File: config.mk
export PLATFORM = sky130hd
export DESIGN_NAME = lbc_lbus_arb
export DESIGN_NICKNAME = d
export VERILOG_FILES = /design/src/rtl/lbc_lbus_arb.sv
export SDC_FILE = /design/constraint.sdc
export NUM_CORES = 1
export LEC_CHECK = 0
export BUFFER_PORTS_ARGS = -buffer_cell sky130_fd_sc_hd__buf_2
export CAP_MARGIN = 10
export CORE_ASPECT_RATIO = 1.5
export CORE_UTILIZATION = 55
export CTS_BUF_LIST = sky130_fd_sc_hd__clkbuf_16
export DETAILED_ROUTE_END_ITERATION = 8
export MAX_ROUTING_LAYER = met4
export PLACE_DENSITY_LB_ADDON = 0.1
export REMOVE_ABC_BUFFERS = 1
export SLEW_MARGIN = 25
export SYNTH_ARGS = -nofsm -noshare
export SYNTH_HDL_FRONTEND = slang
export SYNTH_SLANG_ARGS = --single-unit
File: constraint.sdc
create_clock -name BUSCLK -period 2.7 [get_ports BUSCLK]
set_clock_uncertainty 0.05 [all_clocks]
set_input_delay 0.27 -clock BUSCLK [delete_from_list [all_inputs] [get_ports BUSCLK]]
set_output_delay 0.27 -clock BUSCLK [all_outputs]
set_load 0.03 [all_outputs]
File: src/rtl/lbc_lbus_arb.sv
// lbc_lbus_arb: round-robin local-bus arbiter for four masters, with a grant
// timeout, back-to-back grant retention and a one-cycle turnaround after each tenure.
module lbc_lbus_arb #(
    parameter int GNT_TIMEOUT = 8
) (
    input  logic       BUSCLK,
    input  logic       RESET_LR_N,
    input  logic [3:0] LA_REQ,
    input  logic       LA_ENABLE,
    input  logic       LBUS_FRAME,
    input  logic       LBUS_IRDY,
    input  logic       LBUS_ABORT,
    output logic [3:0] LA_GNT_LR,
    output logic [1:0] LA_OWNER_LR,
    output logic       LA_BUSY_LR,
    output logic       LA_TIMEOUT_LR
);
    localparam logic [3:0] IDLE = 4'b0001, GRANT = 4'b0010, BUSY = 4'b0100, TURN = 4'b1000;
    localparam logic [7:0] T_LAST = 8'(GNT_TIMEOUT - 1);

    logic [3:0] state, state_nxt, gnt_nxt, own_mask;
    logic [1:0] owner_nxt, win;
    logic [7:0] cnt, cnt_nxt;
    logic       tmo_nxt, bus_idle, found;

    assign bus_idle = !LBUS_FRAME && !LBUS_IRDY;
    assign own_mask = 4'(1) << LA_OWNER_LR;

    always_ff @(posedge BUSCLK or negedge RESET_LR_N) begin
        if (!RESET_LR_N) begin
            state         <= IDLE;
            LA_GNT_LR     <= '0;
            LA_OWNER_LR   <= 2'd3;
            LA_TIMEOUT_LR <= 1'b0;
            cnt           <= '0;
        end else begin
            state         <= state_nxt;
            LA_GNT_LR     <= gnt_nxt;
            LA_OWNER_LR   <= owner_nxt;
            LA_TIMEOUT_LR <= tmo_nxt;
            cnt           <= cnt_nxt;
        end
    end

    // First requester after the current owner, ascending modulo 4
    always_comb begin
        win   = LA_OWNER_LR;
        found = 1'b0;
        for (int k = 1; k <= 4; k++) begin
            if (!found && LA_REQ[LA_OWNER_LR + 2'(k)]) begin
                win   = LA_OWNER_LR + 2'(k);
                found = 1'b1;
            end
        end
    end

    always_comb begin
        state_nxt = state;
        gnt_nxt   = LA_GNT_LR;
        owner_nxt = LA_OWNER_LR;
        cnt_nxt   = (cnt == 8'hff) ? cnt : cnt + 8'd1;
        tmo_nxt   = 1'b0;
        if (state[0]) begin
            gnt_nxt = '0;
            cnt_nxt = '0;
            if (LA_ENABLE && |LA_REQ && bus_idle) begin
                state_nxt = GRANT;
                gnt_nxt   = 4'(1) << win;
                owner_nxt = win;
            end
        end else if (state[1]) begin
            if (LBUS_ABORT) begin
                state_nxt = TURN;
                gnt_nxt   = '0;
            end else if (LBUS_FRAME) begin
                state_nxt = BUSY;
            end else if (!LA_REQ[LA_OWNER_LR] || cnt == T_LAST) begin
                state_nxt = IDLE;
                gnt_nxt   = '0;
                tmo_nxt   = LA_REQ[LA_OWNER_LR];
            end
        end else if (state[2]) begin
            if (LBUS_ABORT || bus_idle) begin
                state_nxt = TURN;
                gnt_nxt   = '0;
            end else if (|(LA_REQ & ~own_mask) || !LA_REQ[LA_OWNER_LR]) begin
                gnt_nxt = '0;
            end
        end else begin
            state_nxt = IDLE;
            gnt_nxt   = '0;
        end
    end

    always_comb begin
        LA_BUSY_LR = !state[0];
    end
endmodule

### Word level (Yosys, flattened, before mapping)

Cells that the tools add are included.

* add/subtract/negate cells: 4
* equality and inequality tests: 8
* multiplexer cells: 39
* reduce and logical (&&, ||, !) cells: 21
* multipliers: 0
* divide/modulo/power cells: 0
* shift operators: 2
* bitwise operators: 2
* $lt $le $gt $ge: 4

Operators with widths (count)
* 4-bit two-way mux: 9
* 3-bit two-way mux: 8
* 8-bit two-way mux: 2
* 2-bit by 3-bit less-than comparator with 1-bit output, second input constant: 4
* 1-bit two-way mux: 12
* 8-bit by 1-bit adder with 8-bit output, second input constant: 1
* 1-bit binary-select mux with 2-bit select: 4
* 8-bit by 3-bit equality test with 1-bit output, second input constant: 1
* 8-bit equality test, second input constant: 1
* 2-bit two-way mux: 4
* 4-bit OR reduction: 2
* 1-bit by 2-bit << shifter with 4-bit output, first input constant: 2
* 1-bit logical NOT: 7
* 1-bit logical AND: 6
* 5-bit by 3-bit != test with 1-bit output, second input constant: 1
* 5-bit by 4-bit != test with 1-bit output, second input constant: 1
* 2-bit adder, second input constant: 2
* 4-bit bitwise AND: 1
* 4-bit by 3-bit != test with 1-bit output, second input constant: 1
* 4-bit != test, second input constant: 1
* 4-bit inverter: 1
* 2-bit AND reduction: 2
* 1-bit logical OR: 3
* 3-bit AND reduction: 1
* 3 further kinds: 3

* memory bits (read-only): 0
* register bits: 18
* bits in writable memories: 0
* bits in latches: 0
* word-level logic and storage cells: 87
* memories: 0
* output and inout port bits: 8

### Logic depth before layout (Yosys ltp)

* depth after elaboration: 16
* depth in mapped cells: 9
* gate-level depth less buffers: 8

### Worst setup path after synthesis

No wires, ideal clock.

* path type: register -> register
* start point: register LA_OWNER_LR[0]
* end point: register LA_GNT_LR[1]
* buffers on the path: 1
* arrival: 2217 ps
* setup time: 121 ps
* required time: 2529 ps
* stages on the path, launching flop included: 9
* slack: 312 ps
* path through: dfstp_2 > buf_6 > inv_1 > ha_1 > mux4_2 > nor3b_2 > o22ai_2 > and2_4 > a22o_1

* cells in the longest elaborated chain, start to end: 16
* elaborated cells on any way between the ends: 37
* those cells by class: 3 x add/sub; 2 x eq/ne; 2 x shift; 17 x mux; 2 x bitwise; 11 x reduce/logical

Ends and longest elaborated chain
* start, declared: RTL line 14 `output logic [1:0] LA_OWNER_LR,`
* start signal, assigned: RTL line 39 `LA_OWNER_LR <= owner_nxt;`
* 2-bit by 1-bit adder with 2-bit output: RTL line 50, 51
* 1-bit binary-select mux with 2-bit select: RTL line 50 `if (!found && LA_REQ[LA_OWNER_LR + 2'(k)]) begin`
* 1-bit two-way mux (implied by the code): RTL line 50
* 1-bit two-way mux: RTL line 50
* 1-bit logical NOT: RTL line 50
* 1-bit logical AND: RTL line 50
* 1-bit two-way mux: RTL line 50
* 1-bit logical NOT: RTL line 50
* 1-bit logical AND: RTL line 50
* 1-bit two-way mux: RTL line 50
* 1-bit logical NOT: RTL line 50
* 1-bit logical AND: RTL line 50
* 2-bit two-way mux: RTL line 50
* 1-bit by 2-bit << shifter with 4-bit output: RTL line 68 `gnt_nxt = 4'(1) << win;`
* 4-bit two-way mux: RTL line 66 `if (LA_ENABLE && |LA_REQ && bus_idle) begin`
* 4-bit two-way mux: RTL line 63 `if (state[0]) begin`
* end signal, assigned: RTL line 38 `LA_GNT_LR <= gnt_nxt;`
* end, declared: RTL line 13 `output logic [3:0] LA_GNT_LR,`

Parallel ways exist; a longest one is shown, timed or not. The select of a mux whose other input is x is not followed.
A chain may end at the register's enable or synchronous reset.

### Worst setup path after layout

Same ends and word-level chain as after synthesis.

==> results by group <==
Place
  • Placer Congestion: 0.755
  • Post-DP HPWL: 1890 um
  • Pre-CTS WS: 0.497 ns
  • PortBufs: 17
  • Post-Place Cells: 157

Timing
  • PnR worst setup slack: 0.495 ns
  • Final min period: 2.21 ns
  • Slew Limit Fails: 0
  • Fmax: 454 MHz
  • Slew headroom: 0.735
  • Final Cycle Share: 0.817
  • TNS Setup: 0 ns
  • Hold Fails Final Rpt: 0
  • Worst Tran Pin Value: 0.398 ns
  • Final setup vio count: 0
  • Unrepaired setup endpoints after global routing: false

Final layout
  • Fraction of layout cells with a size suffix above 1: 0.264
  • Antenna diodes: 0
  • Final net count: 156
  • FILL cells: 171
  • Final Non-Filler Cells: 162
  • Post-Route Utilization: 0.676
  • P&R area growth vs syn: 16.4%

Power
  • Tot Pwr: 0.00142 W
  • Maximum VDD drop: 702 uV
  • Comb power frac: 0.502
  • Part of the power in registers: 0.292
  • Internal power: 0.000855 W
  • Sw Pwr: 0.000565 W
  • Power Density: 1040 nW/um2
  • Clock Power Share: 0.207
  • Leakage: 0.645 nW
  • Switch share: 0.398

GRT
  • Global-route wire length before repair: 3790 um
  • Vias in the first global route: 911
  • Grt ovf: 0
  • Tot GR Track Use: 0.243
  • Initial antenna violation count: 0
  • Largest net degree at the start of global routing: 19

Synth
  • Mapped Avg Cell Area: 9.81 um2
  • Synth top area cells: dfrtp_1 (32%), mux4_2 (7.7%), dfstp_2 (6.7%), ha_1 (5.3%), nand2_1 (3.5%)
  • Async SR Flop Fraction: 1.00
  • Post-synthesis register bit count: 18
  • Unique cell type count in the Yosys netlist: 47
  • Number of enable flip-flop cells after synthesis: 0
  • Syn. warnings: 0
  • Synth top cells by count: dfrtp_1 (15), nand2_1 (11), nor2_1 (11)
  • Count leader, synth: dfrtp_1
  • Register area share after synthesis: 0.386
  • Area share of the leading cell type in the synthesized netlist: 0.319
  • Top_reg_cell synth: dfrtp_1
  • Post-Syn Instances: 120
  • Synth area leader: dfrtp_1
  • Synthesized cell area: 1180 um2

Routing
  • Met2 wire len: 1340 um
  • Vias post-DR: 959
  • WL/cell: 14.8 um
  • Max Used Layer: met4
  • Number of remaining DRC errors: 0
  • WL final: 2400 um
  • DR iter-0 viols: 24
  • Drt pass-1 iters: 4
  • DR vias/cell: 5.92
  • ANT nets after route: 0
  • M1 wire length: 982 um
  • WL met3: 54 um

Floorplanning
  • Die Y: 58.7 um
  • Initial Util: 0.581
  • Die Area: 2330 um2
  • Ports: 18
  • CORE AREA: 2030 um2
  • Number of core rows: 20
  • Die W: 39.8 um

Clock network
  • Postcts setup bufs: 0
  • Num CTS Buffers: 3
  • Clock tree buffer depth: 2
  • Clock transition at the registers of the reported paths: 0.05 ns
  • CTS tree: done
  • Insertion delay to the later sink of the worst-skew pair: 0.24 ns
  • Clock root cell: clkbuf_16
  • H-tree Lvls: 1
  • CTS Sinks: 18

Worst setup path
  • Slowest CP cell: dfstp_2
  • Worst setup EP type: flop
  • R2R Setup Slk: 0.49 ns
  • Kind of critical path: reg2reg
  • CP max FO: 5
  • R2R depth: 7
  • Worst path depth: 7
  • Worst setup SP type: flop
  • CP endpoint: LA_GNT_LR[1]
  • Crit path cell chain: inv_1 > ha_1 > mux4_2 > nor3b_2 > o22ai_2 > and2_4 > a22o_1
  • Crit-path leading delay family: flip-flops
  • Worst Path Buf+Inv: 1
  • R2R Path End: LA_GNT_LR[1]
  • Slowest cell delay on critical path: 0.53 ns
  • Worst r2r src: LA_OWNER_LR[0]
  • Critical Path Source: LA_OWNER_LR[0]
  • Worst EP arrival: 2.29 ns
  • CP Data Required Time: 2.78 ns

Hold path
  • Worst hold path class: in2reg
  • Hold depth: 2

Run status
  • Status: complete, no violations

Job
  • Max_cap viols: 0
[layer usage]
metal	GRT usage	vias to the layer above
met5	-	-
met4	0.0887	0
met3	0.0340	2
met2	0.436	18
met1	0.253	454
li1	-	485
[logic make-up after synthesis]
logic type	count (synthesis)	synth area share
buffers and inverters	13	0.0489
muxes	7	0.103
AOI/OAI and AO/OA	26	0.165
adders and majority gates	5	0.0531
and+or+nand+nor	47	0.215
DFF	18	0.386
xor gates and xnor gates	4	0.0298
[flip-flops by register name, indices dropped and copies added (netlist names)]
register	cells
LA_TIMEOUT_LR	1
cnt	8
LA_OWNER_LR	2
state	3
LA_GNT_LR	4
[stage by stage]
step	hold slack [ns]	instance area (um2)
2_1_floorplan	-0.0756	1150
3_3_place_gp	0.168	1280
3_5_place_dp	0.170	1280
4_1_cts	0.296	1370
5_1_grt	0.316	1370
6_report	0.293	1370
[layout by cell type (no fill, tap or decap), types with 2 or more instances in the layout]
cell type / n
a21oi_1: 3
a22o_1: 2
a31oi_1: 2
buf_2: 17
buf_4: 2
clkbuf_16: 3
dfrtp_1: 15
dfstp_2: 3
ha_1: 5
inv_1: 9
mux2i_1: 2
mux4_2: 4
nand2_1: 11
nand3_1: 4
nor2_1: 11
nor3_1: 6
nor3b_1: 2
o211ai_1: 2
o21ai_0: 3
o21ai_1: 2
o2bb2ai_1: 2
xnor2_1: 3
[power groups by stage]
| stage | logic [W] | registers (W) | clock network (W) |
|---|---|---|---|
| final | 0.000712 | 0.000414 | 0.000293 |
| after global routing | 0.000789 | 0.000422 | 0.000310 |
| after CTS | 0.000718 | 0.000412 | 0.000297 |
| after detailed placement | 0.000714 | 0.000417 | 0 |
| after global placement | 0.000695 | 0.000413 | 0 |
| after floorplan | 0.000476 | 0.000485 | 0 |
[worst min path at each step]
stage	startpoint	slack, ns	end
2_1_floorplan	RESET_LR_N	-0.08	LA_GNT_LR[0]
3_3_place_gp	RESET_LR_N	0.17	state[2]
3_5_place_dp	RESET_LR_N	0.17	cnt[7]
4_1_cts	LBUS_FRAME	0.30	state[2]
5_1_grt	LBUS_FRAME	0.32	state[2]
6_report	LBUS_FRAME	0.29	state[2]
[final cells by class]
type / count / area, um2 / area share
tap: 22 / 27.5 / 0.0201
sequential: 18 / 454 / 0.332
clock buffer: 3 / 75.1 / 0.0548
timing repair buffer: 20 / 110 / 0.0804
inverter: 9 / 33.8 / 0.0247
clock inverter: 1 / 3.75 / 0.00274
multi-input combinational: 89 / 666 / 0.486
[what timing repair did]
| action | in CTS | in global routing |
|---|---|---|
| resized for setup | 0 | 0 |
| endpoints found under the hold margin | 15 | 0 |
| hold buffers | 1 | 0 |
No activity file was read; power rests on OpenSTA's default activity.
